===== config.mk =====
export PLATFORM = sky130hd
export DESIGN_NAME = wb_arbiter_flat
export DESIGN_NICKNAME = d
export VERILOG_FILES = /design/src/rtl/wb_arbiter_if.sv /design/src/rtl/wb_arbiter.sv /design/src/flat_wrapper.sv
export SDC_FILE = /design/constraint.sdc
export NUM_CORES = 1
export LEC_CHECK = 0
export CAP_MARGIN = 20
export CORE_MARGIN = 2
export CORE_UTILIZATION = 51
export CTS_BUF_LIST = sky130_fd_sc_hd__clkbuf_4
export DETAILED_ROUTE_END_ITERATION = 10
export PLACE_DENSITY = 0.81
export SKIP_LAST_GASP = 1
export SYNTH_ARGS = -nofsm -noshare
export SYNTH_HDL_FRONTEND = slang
export SYNTH_SLANG_ARGS = --single-unit

===== constraint.sdc =====
create_clock -name clk -period 3.6 [get_ports clk]
set_input_delay 0.72 -clock clk [delete_from_list [all_inputs] [get_ports clk]]
set_output_delay 0.72 -clock clk [all_outputs]
set_load 0.02 [all_outputs]

===== src/rtl/wb_arbiter_if.sv =====
`default_nettype none
// ============================================================================
// Module   : wb_arbiter_if
// Purpose  : ALU / load write-back request bus and regfile write port bundle.
// Revision : 1.0
// ============================================================================
interface wb_arbiter_if #(
  parameter int DATA_W     = 16,
  parameter int ADDR_W     = 4,
  parameter int FIFO_DEPTH = 4
);
  localparam int c_cntW = $clog2(FIFO_DEPTH + 1);

  logic                   alu_valid;
  logic [ADDR_W-1:0]      alu_addr;
  logic [DATA_W-1:0]      alu_data;
  logic                   alu_ready;
  logic                   mem_valid;
  logic [ADDR_W-1:0]      mem_addr;
  logic [DATA_W-1:0]      mem_data;
  logic                   mem_ready;
  logic                   reg_write;
  logic [ADDR_W-1:0]      write_addr;
  logic [DATA_W-1:0]      write_data;
  logic [2**ADDR_W-1:0]   pending_mask;
  logic [c_cntW-1:0]      fifo_count;

  modport master (
    output alu_valid, alu_addr, alu_data,
    output mem_valid, mem_addr, mem_data,
    input  alu_ready, mem_ready,
    input  reg_write, write_addr, write_data,
    input  pending_mask, fifo_count
  );

  modport slave (
    input  alu_valid, alu_addr, alu_data,
    input  mem_valid, mem_addr, mem_data,
    output alu_ready, mem_ready,
    output reg_write, write_addr, write_data,
    output pending_mask, fifo_count
  );
endinterface
`default_nettype wire


===== src/rtl/wb_arbiter.sv =====
`default_nettype none
// ============================================================================
// Module   : wb_arbiter
// Purpose  : Merges ALU and buffered load results onto the regfile write port.
// Revision : 1.0
// ============================================================================
module wb_arbiter #(
  parameter int DATA_W       = 16,
  parameter int ADDR_W       = 4,
  parameter int FIFO_DEPTH   = 4,
  parameter int STARVE_LIMIT = 3
) (
  input wire clk,
  input wire reset,
  wb_arbiter_if.slave bus
);
  localparam int c_ptrW    = $clog2(FIFO_DEPTH);
  localparam int c_cntW    = $clog2(FIFO_DEPTH + 1);
  localparam int c_starveW = (STARVE_LIMIT < 1) ? 1 : $clog2(STARVE_LIMIT + 1);
  localparam int c_regs    = 2 ** ADDR_W;

  logic [ADDR_W-1:0]    r_fifoAddr [FIFO_DEPTH];
  logic [DATA_W-1:0]    r_fifoData [FIFO_DEPTH];
  logic [c_ptrW-1:0]    r_head;
  logic [c_ptrW-1:0]    r_tail;
  logic [c_cntW-1:0]    r_count;
  logic [c_starveW-1:0] r_starveCnt;
  logic                 r_regWrite;
  logic [ADDR_W-1:0]    r_writeAddr;
  logic [DATA_W-1:0]    r_writeData;

  logic [c_regs-1:0]    w_pendingMask;
  logic                 w_nonEmpty;
  logic                 w_starveHit;
  logic                 w_conflict;
  logic                 w_aluReady;
  logic                 w_memReady;
  logic                 w_aluGrant;
  logic                 w_pop;
  logic                 w_push;

  // Only the occupied slots, counted from the head, contribute to the hazard mask.
  always_comb begin
    w_pendingMask = '0;
    for (int k = 0; k < FIFO_DEPTH; k++) begin
      if (c_cntW'(k) < r_count)
        w_pendingMask[r_fifoAddr[r_head + c_ptrW'(k)]] = 1'b1;
    end
  end

  assign w_nonEmpty  = (r_count != '0);
  assign w_starveHit = (r_starveCnt == c_starveW'(STARVE_LIMIT));
  assign w_conflict  = w_pendingMask[bus.alu_addr];
  assign w_aluReady  = reset && !(w_nonEmpty && (w_starveHit || w_conflict));
  assign w_memReady  = reset && (r_count < c_cntW'(FIFO_DEPTH));
  assign w_aluGrant  = bus.alu_valid && w_aluReady;
  assign w_pop       = w_nonEmpty && !w_aluGrant;
  assign w_push      = bus.mem_valid && w_memReady;

  // Storage carries no reset: occupancy alone decides which slots are live.
  always_ff @(posedge clk) begin
    if (w_push) begin
      r_fifoAddr[r_tail] <= bus.mem_addr;
      r_fifoData[r_tail] <= bus.mem_data;
    end
  end

  always_ff @(posedge clk) begin
    if (!reset) begin
      r_head      <= '0;
      r_tail      <= '0;
      r_count     <= '0;
      r_starveCnt <= '0;
      r_regWrite  <= 1'b0;
      r_writeAddr <= '0;
      r_writeData <= '0;
    end else begin
      if (w_push)
        r_tail <= r_tail + c_ptrW'(1);
      if (w_pop)
        r_head <= r_head + c_ptrW'(1);
      r_count <= r_count + c_cntW'(w_push) - c_cntW'(w_pop);

      if (w_aluGrant) begin
        r_regWrite  <= 1'b1;
        r_writeAddr <= bus.alu_addr;
        r_writeData <= bus.alu_data;
      end else if (w_pop) begin
        r_regWrite  <= 1'b1;
        r_writeAddr <= r_fifoAddr[r_head];
        r_writeData <= r_fifoData[r_head];
      end else begin
        r_regWrite  <= 1'b0;
      end

      // Counts ALU wins over a waiting load; any pop or an empty FIFO forgives.
      if (!w_nonEmpty || w_pop)
        r_starveCnt <= '0;
      else if (w_aluGrant && !w_starveHit)
        r_starveCnt <= r_starveCnt + c_starveW'(1);
    end
  end

  assign bus.alu_ready    = w_aluReady;
  assign bus.mem_ready    = w_memReady;
  assign bus.reg_write    = r_regWrite;
  assign bus.write_addr   = r_writeAddr;
  assign bus.write_data   = r_writeData;
  assign bus.pending_mask = w_pendingMask;
  assign bus.fifo_count   = r_count;
endmodule
`default_nettype wire


===== src/flat_wrapper.sv =====
// flat-port wrapper written by rule: the top's interface ports become plain ports
module wb_arbiter_flat 
#(
  parameter int DATA_W       = 16,
  parameter int ADDR_W       = 4,
  parameter int FIFO_DEPTH   = 4,
  parameter int STARVE_LIMIT = 3
)
  (clk, reset, bus_alu_valid, bus_alu_addr, bus_alu_data, bus_mem_valid, bus_mem_addr, bus_mem_data, bus_alu_ready, bus_mem_ready, bus_reg_write, bus_write_addr, bus_write_data, bus_pending_mask, bus_fifo_count);
  wb_arbiter_if #(.DATA_W(DATA_W), .ADDR_W(ADDR_W), .FIFO_DEPTH(FIFO_DEPTH)) bus_i ();
  input wire clk;
  input wire reset;
  input wire logic [$bits(bus_i.alu_valid)-1:0] bus_alu_valid;
  input wire logic [$bits(bus_i.alu_addr)-1:0] bus_alu_addr;
  input wire logic [$bits(bus_i.alu_data)-1:0] bus_alu_data;
  input wire logic [$bits(bus_i.mem_valid)-1:0] bus_mem_valid;
  input wire logic [$bits(bus_i.mem_addr)-1:0] bus_mem_addr;
  input wire logic [$bits(bus_i.mem_data)-1:0] bus_mem_data;
  output wire logic [$bits(bus_i.alu_ready)-1:0] bus_alu_ready;
  output wire logic [$bits(bus_i.mem_ready)-1:0] bus_mem_ready;
  output wire logic [$bits(bus_i.reg_write)-1:0] bus_reg_write;
  output wire logic [$bits(bus_i.write_addr)-1:0] bus_write_addr;
  output wire logic [$bits(bus_i.write_data)-1:0] bus_write_data;
  output wire logic [$bits(bus_i.pending_mask)-1:0] bus_pending_mask;
  output wire logic [$bits(bus_i.fifo_count)-1:0] bus_fifo_count;
  assign bus_i.alu_valid = bus_alu_valid;
  assign bus_i.alu_addr = bus_alu_addr;
  assign bus_i.alu_data = bus_alu_data;
  assign bus_i.mem_valid = bus_mem_valid;
  assign bus_i.mem_addr = bus_mem_addr;
  assign bus_i.mem_data = bus_mem_data;
  assign bus_alu_ready = bus_i.alu_ready;
  assign bus_mem_ready = bus_i.mem_ready;
  assign bus_reg_write = bus_i.reg_write;
  assign bus_write_addr = bus_i.write_addr;
  assign bus_write_data = bus_i.write_data;
  assign bus_pending_mask = bus_i.pending_mask;
  assign bus_fifo_count = bus_i.fifo_count;
  wb_arbiter #(.DATA_W(DATA_W), .ADDR_W(ADDR_W), .FIFO_DEPTH(FIFO_DEPTH), .STARVE_LIMIT(STARVE_LIMIT)) u_core (.clk(clk), .reset(reset), .bus(bus_i));
endmodule

==> flow_summary.json <==
{
  "place_hpwl_um": 13020,
  "via_count": 5229,
  "row_count": 40,
  "io_pins": 86,
  "cap_violations": 0,
  "worstPathRequired_ps": 2880,
  "die_h_um": 114.0,
  "final_nets": 755,
  "cts_max_level": 3,
  "fill_cells": 844,
  "postSynth.asyncResetShare_pct": 0,
  "cts_sinks": 112,
  "syn_avg_cell_area_um2": 12.21,
  "vias_per_cell": 6.130,
  "status": "complete, but fails checks",
  "cts_hold_buffers": 0,
  "grt_first_pass_wirelength_um": 27980,
  "numCtsBuffers": 9,
  "ir_drop_mv": 0.4408,
  "violations": "negative setup slack",
  "crit_top_cell": "buf_4",
  "gp_congestion": 0.9241,
  "die_area_um2": 12990,
  "core_area_um2": 11910,
  "synth_edf_count": 80,
  "ys_seq_area_share_pct": 49.35,
  "tightest_slew_ps": 706.1,
  "layout_setup_ws_ps": -475.9,
  "cp_max_fo": 4,
  "ys.flop_type": "edfxtp_1",
  "hold_viol_final": 0,
  "dr.pass1.iters": 5,
  "min_period_ps": 4076,
  "syn_area_um2": 6166,
  "slew-limit-headroom_pct": 52.87,
  "critPathArrivalTime_ps": 3360,
  "grt-ovfl-total": 0,
  "die-width_um": 114.0,
  "crit_path_cell_trace": "buf_4, buf_4, mux2_2, o22ai_4, buf_4, nand3_1, nand4_1, nor3_1, o311a_1, o41ai_4, and2_4, nor2b_4, buf_6",
  "grt_start_max_net_pins": 29,
  "area_growth_pct": 37.18,
  "rsz0062_at_grt": "true",
  "synth.distinct_cells": 63,
  "io_buffers": 85,
  "routedWlPerCell_um": 20.95,
  "worstSetupStartpointType": "flip-flop",
  "cts_tree": "built",
  "synthCells": 505,
  "end_kind": "primary output",
  "clk_path_buf_depth": 2,
  "critPathKind": "reg2out",
  "cts-root-buf": "clkbuf_4",
  "final_cells": 853,
  "final_antenna_net_count": 0,
  "worst-path-buf-inv": 4,
  "track_usage_pct": 28.56,
  "total_power_uw": 6072,
  "timing.fmax_ghz": 0.2453,
  "clk_latency_ps": 490,
  "synth_nets": 559,
  "initial_core_util_pct": 51.76,
  "tns_ps": -1331,
  "path_delay_family": "compound AO/OA/AOI/OAI gates",
  "clock_skew_ps": 23.84,
  "cp_slowest_cell": "edfxtp_1",
  "finalWirelength_um": 17870,
  "finalCritPeriodShare_pct": 113.2,
  "diodes": 0,
  "synth-seq-cells": 112,
  "clk_pin_slew_ps": 170,
  "leakagePower_uw": 0.003239,
  "setup_viol": 5,
  "drive_above_1_share_pct": 35.41,
  "antenna_found_initial": 0,
  "grt_pass1_vias": 5264,
  "max_stage_delay_ps": 500,
  "yosysWarnings": 0,
  "hp-class": "reg2reg",
  "drt_iter0_drc": 324,
  "dpl.cell_count": 810,
  "p_per_area_nw_per_um2": 717.8,
  "drc": 0,
  "slew_violations": 0
}
## cell families after synthesis
kind of cell / synth area share (%)
AND/OR/NAND/NOR: 12.24
multiplexers: 14.75
AO/OA/AOI/OAI: 16.52
adder cells (fa/ha/maj): 2.151
XOR/XNOR: 0.4262
flip-flops: 49.35
buffers and inverters: 4.566
## tightest hold or removal path, stage by stage, from the launching register on
cell,delay (ps)
dfxtp_1,380
nand2_1,60
o21ai_0,70
## metal layers
layer	vias to the layer above	GRT usage [%]	share of wire (%)
li1	2405	-	-
met1	2551	34.62	39
met2	219	48.41	50
met3	54	5.154	5.7
met4	0	15.69	5.0
met5	-	0	0
## report_power, final
part           switching (uW)  leakage [uW]  internal (uW)
clock                     443     0.0000779            166
combinational            1910       0.00217           1860
sequential                125      0.000993           1560
total                    2480       0.00324           3590
## stage by stage
stage / cell area [um2] / setup slack (ps) / hold WS, ps / utilization, %
6_report: 8458 / -475.9 / 530.3 / 71.01
5_1_grt: 8458 / -591.3 / 566.4 / 71.01
4_1_cts: 8259 / -433.0 / 530.9 / 69.34
3_5_place_dp: 7884 / -448.1 / 507.2 / 66.19
3_3_place_gp: 7884 / -385.8 / 479.7 / 66.19
2_1_floorplan: 6231 / -300.7 / 467.6 / -
## cell usage after synthesis, types with 4 or more instances
master	instances	area [um2]
a211oi_1	11	82.58
a21oi_1	6	30.03
a32oi_1	4	35.03
and2_1	6	37.54
and3_1	7	43.79
buf_4	4	30.03
buf_6	5	56.30
clkbuf_1	16	60.06
dfxtp_1	32	640.6
edfxtp_1	80	2402
ha_1	9	112.6
inv_1	30	112.6
mux2_2	7	78.83
mux2_4	7	105.1
mux2i_1	10	100.1
mux4_2	25	563.0
nand2_1	24	90.09
nand2b_1	10	62.56
nand3_1	21	105.1
nor2_1	16	60.06
nor2b_1	14	87.58
nor3_1	21	105.1
o211ai_1	31	232.7
o21a_1	20	150.1
o21ai_0	7	35.03
o311a_1	18	180.2
o41ai_1	4	35.03
or4_1	5	37.54
## final cells by class
type                    count  area, um2  area share [%]
clock buffers               9      67.56          0.7988
repair buffers            214       1841           21.76
multi-input cells         333       3115           36.83
well taps                 147      183.9           2.175
clock inverters             7      76.32          0.9024
inverters                  31      116.4           1.376
flip-flops and latches    112       3058           36.15
## worst paths after layout
kind / startpoint / to / slack [ps] / cells past startpoint
min: u_core.r_tail[1] / u_core.r_tail[1] / 530 / 2
min reg2reg: u_core.r_tail[1] / u_core.r_tail[1] / 530 / 2
max reg2reg: u_core.r_fifoAddr[3][3] / u_core.bus.fifo_count[2] / -410 / 20
max: u_core.r_fifoAddr[3][3] / bus_alu_ready / -480 / 13
## cell usage in the layout (no fill, tap or decap), drive strengths merged, types with 5 or more instances in the layout
master,instances
mux2,14
buf,132
nand3,21
dfxtp,32
nor2b,14
a21oi,6
o41ai,5
and2,7
clkbuf,12
o21ai,7
o21a,20
clkdlybuf4s50,68
inv,34
nor2,16
o211ai,31
dlygate4sd2,8
or4,7
nand2b,10
and3,7
mux2i,12
edfxtp,80
a211oi,11
o311a,18
mux4,26
nand2,25
nor3,21
ha,9
## state kept, by name (all words and copies together) (netlist names), named ones only
| signal | cells |
|---|---|
| u_core.r_head | 2 |
| u_core.r_fifoAddr | 16 |
| u_core.bus.write_data | 16 |
| u_core.r_tail | 2 |
| u_core.bus.reg_write | 1 |
| u_core.r_starveCnt | 2 |
| u_core.r_fifoData | 64 |
| u_core.bus.write_addr | 4 |
| u_core.bus.fifo_count | 3 |
## what timing repair did
| action | CTS | global route |
|---|---|---|
| endpoints found under the setup margin | 19 | 22 |
| buffers inserted | 16 | 13 |
| resized for setup | 59 | 36 |
| pin swaps | 18 | 14 |
(Power assumes the default switching activity.)
